==> config.mk <==
export PLATFORM = sky130hd
export DESIGN_NAME = mmio_access_ctrl
export DESIGN_NICKNAME = d
export VERILOG_FILES = /design/src/rtl/mmio_pkg.sv /design/src/rtl/mmio_watchdog.sv /design/src/rtl/mmio_access_ctrl.sv
export SDC_FILE = /design/constraint.sdc
export NUM_CORES = 1
export LEC_CHECK = 0
export BUFFER_PORTS_ARGS = -buffer_cell sky130_fd_sc_hd__buf_2
export CAP_MARGIN = 20
export CORE_MARGIN = 3
export CORE_UTILIZATION = 38
export DETAILED_ROUTE_END_ITERATION = 10
export PLACE_DENSITY = 0.77
export SLEW_MARGIN = 20
export SYNTH_ARGS = -nofsm -noshare
export SYNTH_HDL_FRONTEND = slang
export SYNTH_SLANG_ARGS = --single-unit
export TNS_END_PERCENT = 50
==> constraint.sdc <==
create_clock -name system_clk -period 2.5 [get_ports system_clk]
set_clock_uncertainty 0.2 [all_clocks]
set_input_delay 0.125 -clock system_clk [delete_from_list [all_inputs] [get_ports system_clk]]
set_output_delay 0.125 -clock system_clk [all_outputs]
set_load 0.01 [all_outputs]
==> src/rtl/mmio_pkg.sv <==
// Shared definitions for the MMIO bus-access sequencer: state encoding,
// slot numbers and the default slot population / handshake masks.
package mmio_pkg;

   typedef enum logic [1:0] {
      ST_IDLE  = 2'd0,
      ST_ISSUE = 2'd1,
      ST_WAIT  = 2'd2,
      ST_DONE  = 2'd3
   } mmio_state_t;

   localparam logic [3:0] SLOT_BASIC_IO = 4'd0;
   localparam logic [3:0] SLOT_KEYPAD   = 4'd1;
   localparam logic [3:0] SLOT_SOUND    = 4'd2;
   localparam logic [3:0] SLOT_VGATERM  = 4'd3;
   localparam logic [3:0] SLOT_PS2      = 4'd4;
   localparam logic [3:0] SLOT_SD       = 4'd5;

   function automatic logic [15:0] slot_onehot(input logic [3:0] slot);
      return 16'h0001 << slot;
   endfunction

   localparam logic [15:0] PRESENT_DEFAULT =
      slot_onehot(SLOT_BASIC_IO) | slot_onehot(SLOT_KEYPAD) | slot_onehot(SLOT_SOUND) |
      slot_onehot(SLOT_VGATERM)  | slot_onehot(SLOT_PS2)    | slot_onehot(SLOT_SD);

   localparam logic [15:0] HS_MASK_DEFAULT =
      slot_onehot(SLOT_VGATERM) | slot_onehot(SLOT_PS2) | slot_onehot(SLOT_SD);

endpackage

==> src/rtl/mmio_watchdog.sv <==
// Handshake watchdog: counts WAIT cycles of a handshake access and keeps a
// sticky record of the first slot that timed out.
module mmio_watchdog #(
   parameter logic [7:0] TIMEOUT = 8'd255
) (
   input  logic       system_clk,
   input  logic       rst_n,
   input  logic       cnt_clr,
   input  logic       in_wait,
   input  logic       ack_ok,
   input  logic [3:0] slot,
   input  logic       err_clr,
   output logic       expired,
   output logic       err_valid,
   output logic [3:0] err_slot
);

   logic [7:0] cnt_q;
   logic [7:0] cnt_inc;

   assign cnt_inc = cnt_q + 8'd1;
   // An ack arriving in the final WAIT cycle still wins over the abort.
   assign expired = in_wait & ~ack_ok & (cnt_inc == TIMEOUT);

   always_ff @(posedge system_clk or negedge rst_n) begin
      if (!rst_n) begin
         cnt_q <= 8'd0;
      end else if (cnt_clr) begin
         cnt_q <= 8'd0;
      end else if (in_wait) begin
         cnt_q <= cnt_inc;
      end
   end

   always_ff @(posedge system_clk or negedge rst_n) begin
      if (!rst_n) begin
         err_valid <= 1'b0;
         err_slot  <= 4'd0;
      end else if (err_clr) begin
         err_valid <= 1'b0;
      end else if (expired && !err_valid) begin
         err_valid <= 1'b1;
         err_slot  <= slot;
      end
   end

endmodule

==> src/rtl/mmio_access_ctrl.sv <==
// Sequences CPU I/O-window accesses onto 16 peripheral slots, stalling the CPU
// until a legacy turnaround or a handshake ack (or watchdog abort) completes.
//
// state | meaning
// IDLE  | no access; a request latches slot/reg/data/op
// ISSUE | one-cycle select plus read or write strobe
// WAIT  | legacy: single sample cycle; handshake: hold select until ack/timeout
// DONE  | release cpu_wait for one cycle, select dropped
module mmio_access_ctrl
   import mmio_pkg::*;
#(
   parameter logic [15:0] PRESENT = PRESENT_DEFAULT,
   parameter logic [15:0] HS_MASK = HS_MASK_DEFAULT,
   parameter logic [7:0]  TIMEOUT = 8'd255
) (
   input  logic          system_clk,
   input  logic          rst_n,
   input  logic          cpu_re,
   input  logic          cpu_we,
   input  logic [11:0]   cpu_addr,
   input  logic [7:0]    cpu_wdata,
   output logic [7:0]    cpu_rdata,
   output logic          cpu_wait,
   output logic [15:0]   per_sel,
   output logic          per_re,
   output logic          per_we,
   output logic [7:0]    per_addr,
   output logic [7:0]    per_wdata,
   input  logic [127:0]  per_rdata,
   input  logic [15:0]   per_stall,
   input  logic [15:0]   per_ack,
   output logic          err_valid,
   output logic [3:0]    err_slot,
   input  logic          err_clr
);

   mmio_state_t state_q, state_d;
   logic [3:0]  slot_q;
   logic [7:0]  addr_q;
   logic [7:0]  wdata_q;
   logic [7:0]  rdata_q;
   logic        write_q;

   logic        req;
   logic        slot_hs;
   logic        ack_ok;
   logic        expired;
   logic        in_wait_hs;
   logic [7:0]  slot_rdata;

   assign req        = cpu_re | cpu_we;
   assign slot_hs    = HS_MASK[slot_q];
   assign ack_ok     = per_ack[slot_q] & ~per_stall[slot_q];
   assign slot_rdata = per_rdata[{slot_q, 3'b000} +: 8];
   assign in_wait_hs = (state_q == ST_WAIT) & slot_hs;

   mmio_watchdog #(.TIMEOUT(TIMEOUT)) u_watchdog (
      .system_clk (system_clk),
      .rst_n      (rst_n),
      .cnt_clr    (state_q == ST_ISSUE),
      .in_wait    (in_wait_hs),
      .ack_ok     (ack_ok),
      .slot       (slot_q),
      .err_clr    (err_clr),
      .expired    (expired),
      .err_valid  (err_valid),
      .err_slot   (err_slot)
   );

   always_ff @(posedge system_clk or negedge rst_n) begin
      if (!rst_n) begin
         state_q <= ST_IDLE;
      end else begin
         state_q <= state_d;
      end
   end

   always_comb begin
      state_d = state_q;
      case (state_q)
         ST_IDLE: begin
            if (req) begin
               state_d = PRESENT[cpu_addr[11:8]] ? ST_ISSUE : ST_DONE;
            end
         end
         ST_ISSUE: state_d = ST_WAIT;
         ST_WAIT: begin
            if (!slot_hs || ack_ok || expired) begin
               state_d = ST_DONE;
            end
         end
         ST_DONE: state_d = ST_IDLE;
         default: state_d = ST_IDLE;
      endcase
   end

   // Write wins when both request lines are high.
   always_ff @(posedge system_clk or negedge rst_n) begin
      if (!rst_n) begin
         slot_q  <= 4'd0;
         addr_q  <= 8'd0;
         wdata_q <= 8'd0;
         write_q <= 1'b0;
         rdata_q <= 8'd0;
      end else begin
         if (state_q == ST_IDLE && req) begin
            slot_q  <= cpu_addr[11:8];
            addr_q  <= cpu_addr[7:0];
            wdata_q <= cpu_wdata;
            write_q <= cpu_we;
            if (!PRESENT[cpu_addr[11:8]] && !cpu_we) begin
               rdata_q <= 8'h00;
            end
         end
         if (state_q == ST_WAIT && !write_q) begin
            if (!slot_hs || ack_ok) begin
               rdata_q <= slot_rdata;
            end else if (expired) begin
               rdata_q <= 8'hFF;
            end
         end
      end
   end

   always_comb begin
      cpu_wait = 1'b0;
      per_sel  = 16'h0000;
      per_re   = 1'b0;
      per_we   = 1'b0;
      case (state_q)
         ST_IDLE: cpu_wait = req;
         ST_ISSUE: begin
            cpu_wait = 1'b1;
            per_sel  = slot_onehot(slot_q);
            per_re   = ~write_q;
            per_we   = write_q;
         end
         ST_WAIT: begin
            cpu_wait = 1'b1;
            per_sel  = slot_onehot(slot_q);
         end
         default: ;
      endcase
   end

   assign per_addr  = addr_q;
   assign per_wdata = wdata_q;
   assign cpu_rdata = rdata_q;

endmodule

**Word-level counts from Yosys, hierarchy flattened**

Memories as Yosys holds them, arrays and structs flattened.
Cells that the tools add are included.

- Register bits after elaboration: 44
- Bits in latches: 0
- Bits in writable memories: 0
- Bits in read-only memories: 32
- Input port bits: 185
- Output and inout port bits: 48
- Logic and storage cells: 71
- Memories: 2

- $add $sub $neg: 1
- $mul: 0
- Div/mod/pow operators: 0
- Order comparisons: 2
- Eq/ne operators: 6
- Shift-type cells: 2
- Muxes and demuxes: 23
- Bitwise logic cells: 9
- Reduce and logical (&&, ||, !) cells: 17

Memories:

| memory | depth | width | read ports | clocked after Yosys merged registers in | write ports | RTL line | source |
|---|---|---|---|---|---|---|---|
| (no name shown) | 16 | 1 | 1 | 0 | 0 | mmio_access_ctrl.sv:111 | `if (!PRESENT[cpu_addr[11:8]] && !cpu_we) begin` |
| (no name shown) | 16 | 1 | 1 | 0 | 0 | mmio_access_ctrl.sv:52 | `assign slot_hs = HS_MASK[slot_q];` |

Operator list:

| operator | count |
|---|---|
| 128-bit by 8-bit indexed part select with 8-bit output | 1 |
| 8-bit two-way mux | 7 |
| 16-bit two-way mux | 1 |
| 1-bit by 4-bit << shifter with 16-bit output (first input constant) | 1 |
| 4-bit by 5-bit less-than comparator with 1-bit output (second input constant) | 2 |
| 8-bit by 1-bit adder with 8-bit output (second input constant) | 1 |
| 1-bit binary-select mux with 4-bit select | 2 |
| 8-bit equality test (second input constant) | 1 |
| 1-bit two-way mux | 8 |
| 2-bit one-hot mux with 4 select lines | 1 |
| 2-bit two-way mux | 3 |
| 1-bit logical NOT | 5 |
| 1-bit bitwise AND | 4 |
| 2-bit equality test (second input constant) | 2 |
| 1-bit logical AND | 4 |
| 1-bit inverter | 4 |
| 2-bit AND reduction | 2 |
| 2-bit nonzero test | 2 |
| 2-bit by 1-bit equality test with 1-bit output (second input constant) | 1 |
| 2-bit logical NOT | 1 |
| 1-bit logical OR | 2 |
| 2-bit by 1-bit != test with 1-bit output (second input constant) | 1 |
| 2-bit != test (second input constant) | 1 |
| 1-bit one-hot mux with 2 select lines | 1 |
| other kinds (2) | 2 |

**Depth between registers and ports, before layout**

- Depth after elaboration: 10
- Gate-level depth with buffers: 7
- Depth with buffers taken out: 7

**Hierarchy**

Synthesis repeated with hierarchy kept, for this count alone.

- Cell total of the unflattened synthesis: 292
- Area, all modules: 3388.2 µm²

By module, submodules not included:

| module | times used | cells each | area each (µm²) | seq. area each (µm²) |
|---|---|---|---|---|
| mmio_access_ctrl | 1 | 222 | 2637.5 | 775.7 |
| mmio_watchdog | 1 | 70 | 750.7 | 325.3 |

**Worst setup path after synthesis**

Ideal clock, no wire load.

- Kind: register to register
- Start: register slot_q[0]
- End: register u_watchdog.err_slot[0]
- Library setup time: 0.127 ns
- Arrival time: 2.093 ns
- Setup slack: 0.079 ns
- Cell stages (with the launch flop): 5
- Path buffers: 0
- Clock period less this slack: 2.421 ns
- Cells stage by stage: dfrtp_1 -> mux4_1 -> a221o_1 -> a2111oi_4 -> mux2_1

- Word-level cells in the longest chain between the ends: 9

RTL lines:

| item | RTL line | source |
|---|---|---|
| from (decl) | mmio_access_ctrl.sv:38 | `logic [3:0] slot_q;` |
| from (signal assigned) | mmio_access_ctrl.sv:107 | `slot_q <= cpu_addr[11:8];` |
| 1-bit binary-select mux with 4-bit select | mmio_access_ctrl.sv:53 | `assign ack_ok = per_ack[slot_q] & ~per_stall[slot_q];` |
| 1-bit two-way mux (not written as such) | mmio_access_ctrl.sv:53 |  |
| 1-bit inverter | mmio_access_ctrl.sv:53 |  |
| 1-bit bitwise AND | mmio_access_ctrl.sv:53 |  |
| 1-bit inverter | mmio_watchdog.sv:23 | `assign expired = in_wait & ~ack_ok & (cnt_inc == TIMEOUT);` |
| 1-bit bitwise AND (2 in series) | mmio_watchdog.sv:23 |  |
| 1-bit logical AND | mmio_watchdog.sv:41 | `end else if (expired && !err_valid) begin` |
| 2-bit AND reduction (no line) | n/a |  |
| to (signal assigned) | mmio_watchdog.sv:43 | `err_slot <= slot;` |
| to (decl) | mmio_watchdog.sv:15 | `output logic [3:0] err_slot` |

Several ways; a longest one is shown, not always the timed one. The select of a mux whose other input is x is not followed.
A chain may end at the register's enable or synchronous reset.

**Worst setup path after layout**

- Start: register slot_q[0]
- End: register u_watchdog.err_slot[2]

- Word-level cells in the longest chain between the ends: 9

RTL lines:

| item | RTL line |
|---|---|
| 1-bit binary-select mux with 4-bit select | mmio_access_ctrl.sv:53 |
| 1-bit two-way mux (not written as such) | mmio_access_ctrl.sv:53 |
| 1-bit inverter | mmio_access_ctrl.sv:53 |
| 1-bit bitwise AND | mmio_access_ctrl.sv:53 |
| 1-bit inverter | mmio_watchdog.sv:23 |
| 1-bit bitwise AND (*) (2 in series) | mmio_watchdog.sv:23 |
| 1-bit logical AND (*) | mmio_watchdog.sv:41 |
| 2-bit AND reduction (no line) (*) | n/a |

Every way passes the cells marked *; elsewhere a longest branch is shown, timed or not. The select of a mux whose other input is x is not followed.

==> impl_metrics.csv <==
group,metric,value,unit
synthesis,yosysTopAreaCellShare,32.2,%
global_routing,grt_pass1_wl,18.9,mm
die,die_w,101,um
sta,hold_viol,0,
critical_path,cp.arrival,2.43,ns
layout,multi_input_area,2220,um^2
layout,register_area,1100,um^2
die,die_h,101,um
sta,rsz0062_at_grt,"true",
power_and_ir_drop,leakage,2.56,nW
synthesis,syn-cell-area,3420,um^2
clocking,clk_latency,0.30,ns
placement,dpl.hpwl,10.1,mm
placement,portBuffers,232,
power_and_ir_drop,p_seq_share,23.4,%
routing,wire_per_inst,19.7,um
die,die_area,10200,um^2
layout,fin_nets,730,
routing,drt_wl_total,12.7,mm
sta,period_share,98.4,%
routing,vias,3493,
routing,postRouteAntennaNets,0,
global_routing,grt_pass1_vias,3660,
sta,fin_hold_ws,0.160,ns
power_and_ir_drop,p_int,3.07,mW
sta,fin_tns_setup,0,ns
routing,firstDrtPassIters,4,
clocking,h-tree-depth,2,
clocking,clkTransAtPathRegs,0.09,ns
synthesis,synth.largest_area_cell,"dfrtp_1",
clocking,root_buffer,"clkbuf_8",
die,start_util,40.4,%
sta,period_needed,2.46,ns
sta,slew_headroom,59.9,%
synthesis,synth-async-reset-ratio,100,%
routing,drc,0,
power_and_ir_drop,ir_drop,0.478,mV
layout,final_common_cell,"buf_2",
critical_path,reg2reg_to,"u_watchdog.err_slot[2]",
sta,setup_viol,0,
global_routing,grt_max_degree,40,
synthesis,ys_seq_elements,44,
sta,fmax,407,MHz
die,ios,233,
power_and_ir_drop,power,5.15,mW
power_and_ir_drop,p_sw_share,40.3,%
layout,mostFrequentLayoutCells,"buf_2 (232), mux4_2 (42), dfrtp_1 (42), dlygate4sd3_1 (24), mux2_2 (22)",
critical_path,cp-start-kind,"flip-flop",
synthesis,ys_types,49,
critical_path,path_max_fanout,6,
global_routing,grt_overflow_total,0,
global_routing,track_usage,24.1,%
critical_path,cp.required,2.47,ns
synthesis,synthCells,272,
run,max_cap_violations,0,
clocking,cts_buffer_depth,2,
clocking,cts_tree,"built",
placement,dp_slack,-0.0713,ns
synthesis,yosysWarnings,0,
power_and_ir_drop,power_density,997,nW/um^2
layout,final_util,61.0,%
sta,worstMarginPinSlew,0.598,ns
layout,diodes,0,
synthesis,synth-edff-count,0,
synthesis,synthTopCellsByArea,"dfrtp_1 (32%), mux4_2 (27%), mux2_2 (7.2%), mux2i_1 (3.8%), ha_1 (2.6%)",
synthesis,syn_nets,464,
status,status,"finished, final reports clean",
layout,fill_cells,688,
critical_path,worstRegToRegCells,5,
clocking,cts_buffers,5,
synthesis,synth_seq_area_share,32.2,%
routing,drt_iter0_markers,147,
sta,slew_violations,0,
synthesis,synth_area_per_cell,12.6,um^2
global_routing,antenna_found_initial,1,
clocking,clock-sinks,44,
power_and_ir_drop,p_clk_share,8.4,%
synthesis,ys_dominant_reg_cell,"dfrtp_1",
critical_path,end_kind,"flip-flop",
critical_path,crit_start,"slot_q[0]",
critical_path,rrSetupSlack,0.04,ns
power_and_ir_drop,comb_power_share,68.2,%
critical_path,worstReg2RegStart,"slot_q[0]",
die,rows,33,
routing,viasPerCell,5.42,
sta,fin_ws,0.0403,ns
layout,drive_above_1_share,63.5,%
power_and_ir_drop,power.switching,2.08,mW
layout,area_growth,50.8,%
min_path,hp-class,"in2async",
die,core_area,8460,um^2
critical_path,critical_path_class,"reg2reg",
placement,gp_congestion,0.977,
worst max path at each step:
stage	to	slack [ns]	depth (start not counted)
global route	u_watchdog.err_slot[2]	-0.03	5
floorplan	u_watchdog.err_slot[0]	0.08	4
finish	u_watchdog.err_slot[2]	0.04	5
global placement	u_watchdog.err_slot[2]	-0.01	4
detailed placement	u_watchdog.err_slot[0]	-0.07	4
CTS	u_watchdog.err_slot[1]	0.02	6
stage by stage:
stage / area (um^2) / cells
6_report: 5160 / 644
2_1_floorplan: 3420 / 272
5_1_grt: 5160 / 644
3_5_place_dp: 4720 / 605
4_1_cts: 5080 / 641
3_3_place_gp: 4720 / 605
flip-flops by register name, indices dropped and copies added (netlist names):
signal                count
u_watchdog.err_slot       4
u_watchdog.cnt_q          8
per_addr                  8
per_wdata                 8
u_watchdog.err_valid      1
slot_q                    4
cpu_rdata                 8
state_q                   2
write_q                   1
layer usage:
metal,up-vias,track usage [%],share of wire (%)
met5,-,0,0.087
met1,1703,30.9,40
met4,2,4.91,1.4
met3,19,5.74,8.5
met2,173,41.7,50
li1,1596,-,-
cells in the mapped netlist (2+ instances only):
cell,n
dfrtp_1,44
mux4_2,41
mux2_2,22
nor2_1,20
nand2_1,19
mux2i_1,13
a2bb2oi_1,9
ha_1,7
nor3_1,7
clkbuf_1,6
a21oi_1,5
buf_2,5
inv_1,5
xor2_1,5
buf_4,4
nand2b_1,4
nand4_1,4
nor2b_1,4
mux2_1,3
nand3_1,3
or3_1,3
xnor2_1,3
a22o_1,2
a22oi_1,2
and2b_2,2
and3_1,2
and4_1,2
buf_6,2
clkbuf_8,2
nor4_1,2
o21ai_1,2
power by group through the flow:
stage          clock (mW)  combinational [mW]  sequential (mW)
2_1_floorplan           0                2.34             1.26
3_3_place_gp            0                3.23             1.22
3_5_place_dp            0                3.31             1.24
4_1_cts             0.441                3.42             1.20
5_1_grt             0.477                3.77             1.24
6_report            0.433                3.51             1.20
cell type report:
type | count | area share, %
repair buffers | 279 | 31.2
multi-input cells | 203 | 42.9
clock inverters | 1 | 0.0969
clock buffers | 7 | 1.48
flip-flops and latches | 44 | 21.4
inverters | 5 | 0.364
well taps | 105 | 2.54
critical path, cell delays in order, from the launching register on:
cell and delay, ns:
dfrtp_2 0.44, mux4_2 0.51, a221o_1 0.42, a2111oi_4 0.29
buf_4 0.19, mux2_4 0.30
repair_timing:
| item | in CTS | in global routing |
|---|---|---|
| hold endpoints to repair | 47 | 0 |
| pin swaps | 2 | 4 |
| hold buffers | 24 | 0 |
| endpoints found under the setup margin | 3 | 11 |
| gates resized for setup | 1 | 9 |
| gates cloned | 0 | 1 |
| buffers inserted | 4 | 2 |
cells by family after synthesis:
kind of cell    Yosys count  synth area share, %
simple gates             75                 10.9
compound gates           33                 8.19
buf+inv                  25                 4.39
mux                      80                 39.8
flops                    44                 32.2
xor+xnor                  8                 2.05
fa+ha+maj                 7                 2.56
Power figures use the tool's default switching activity.
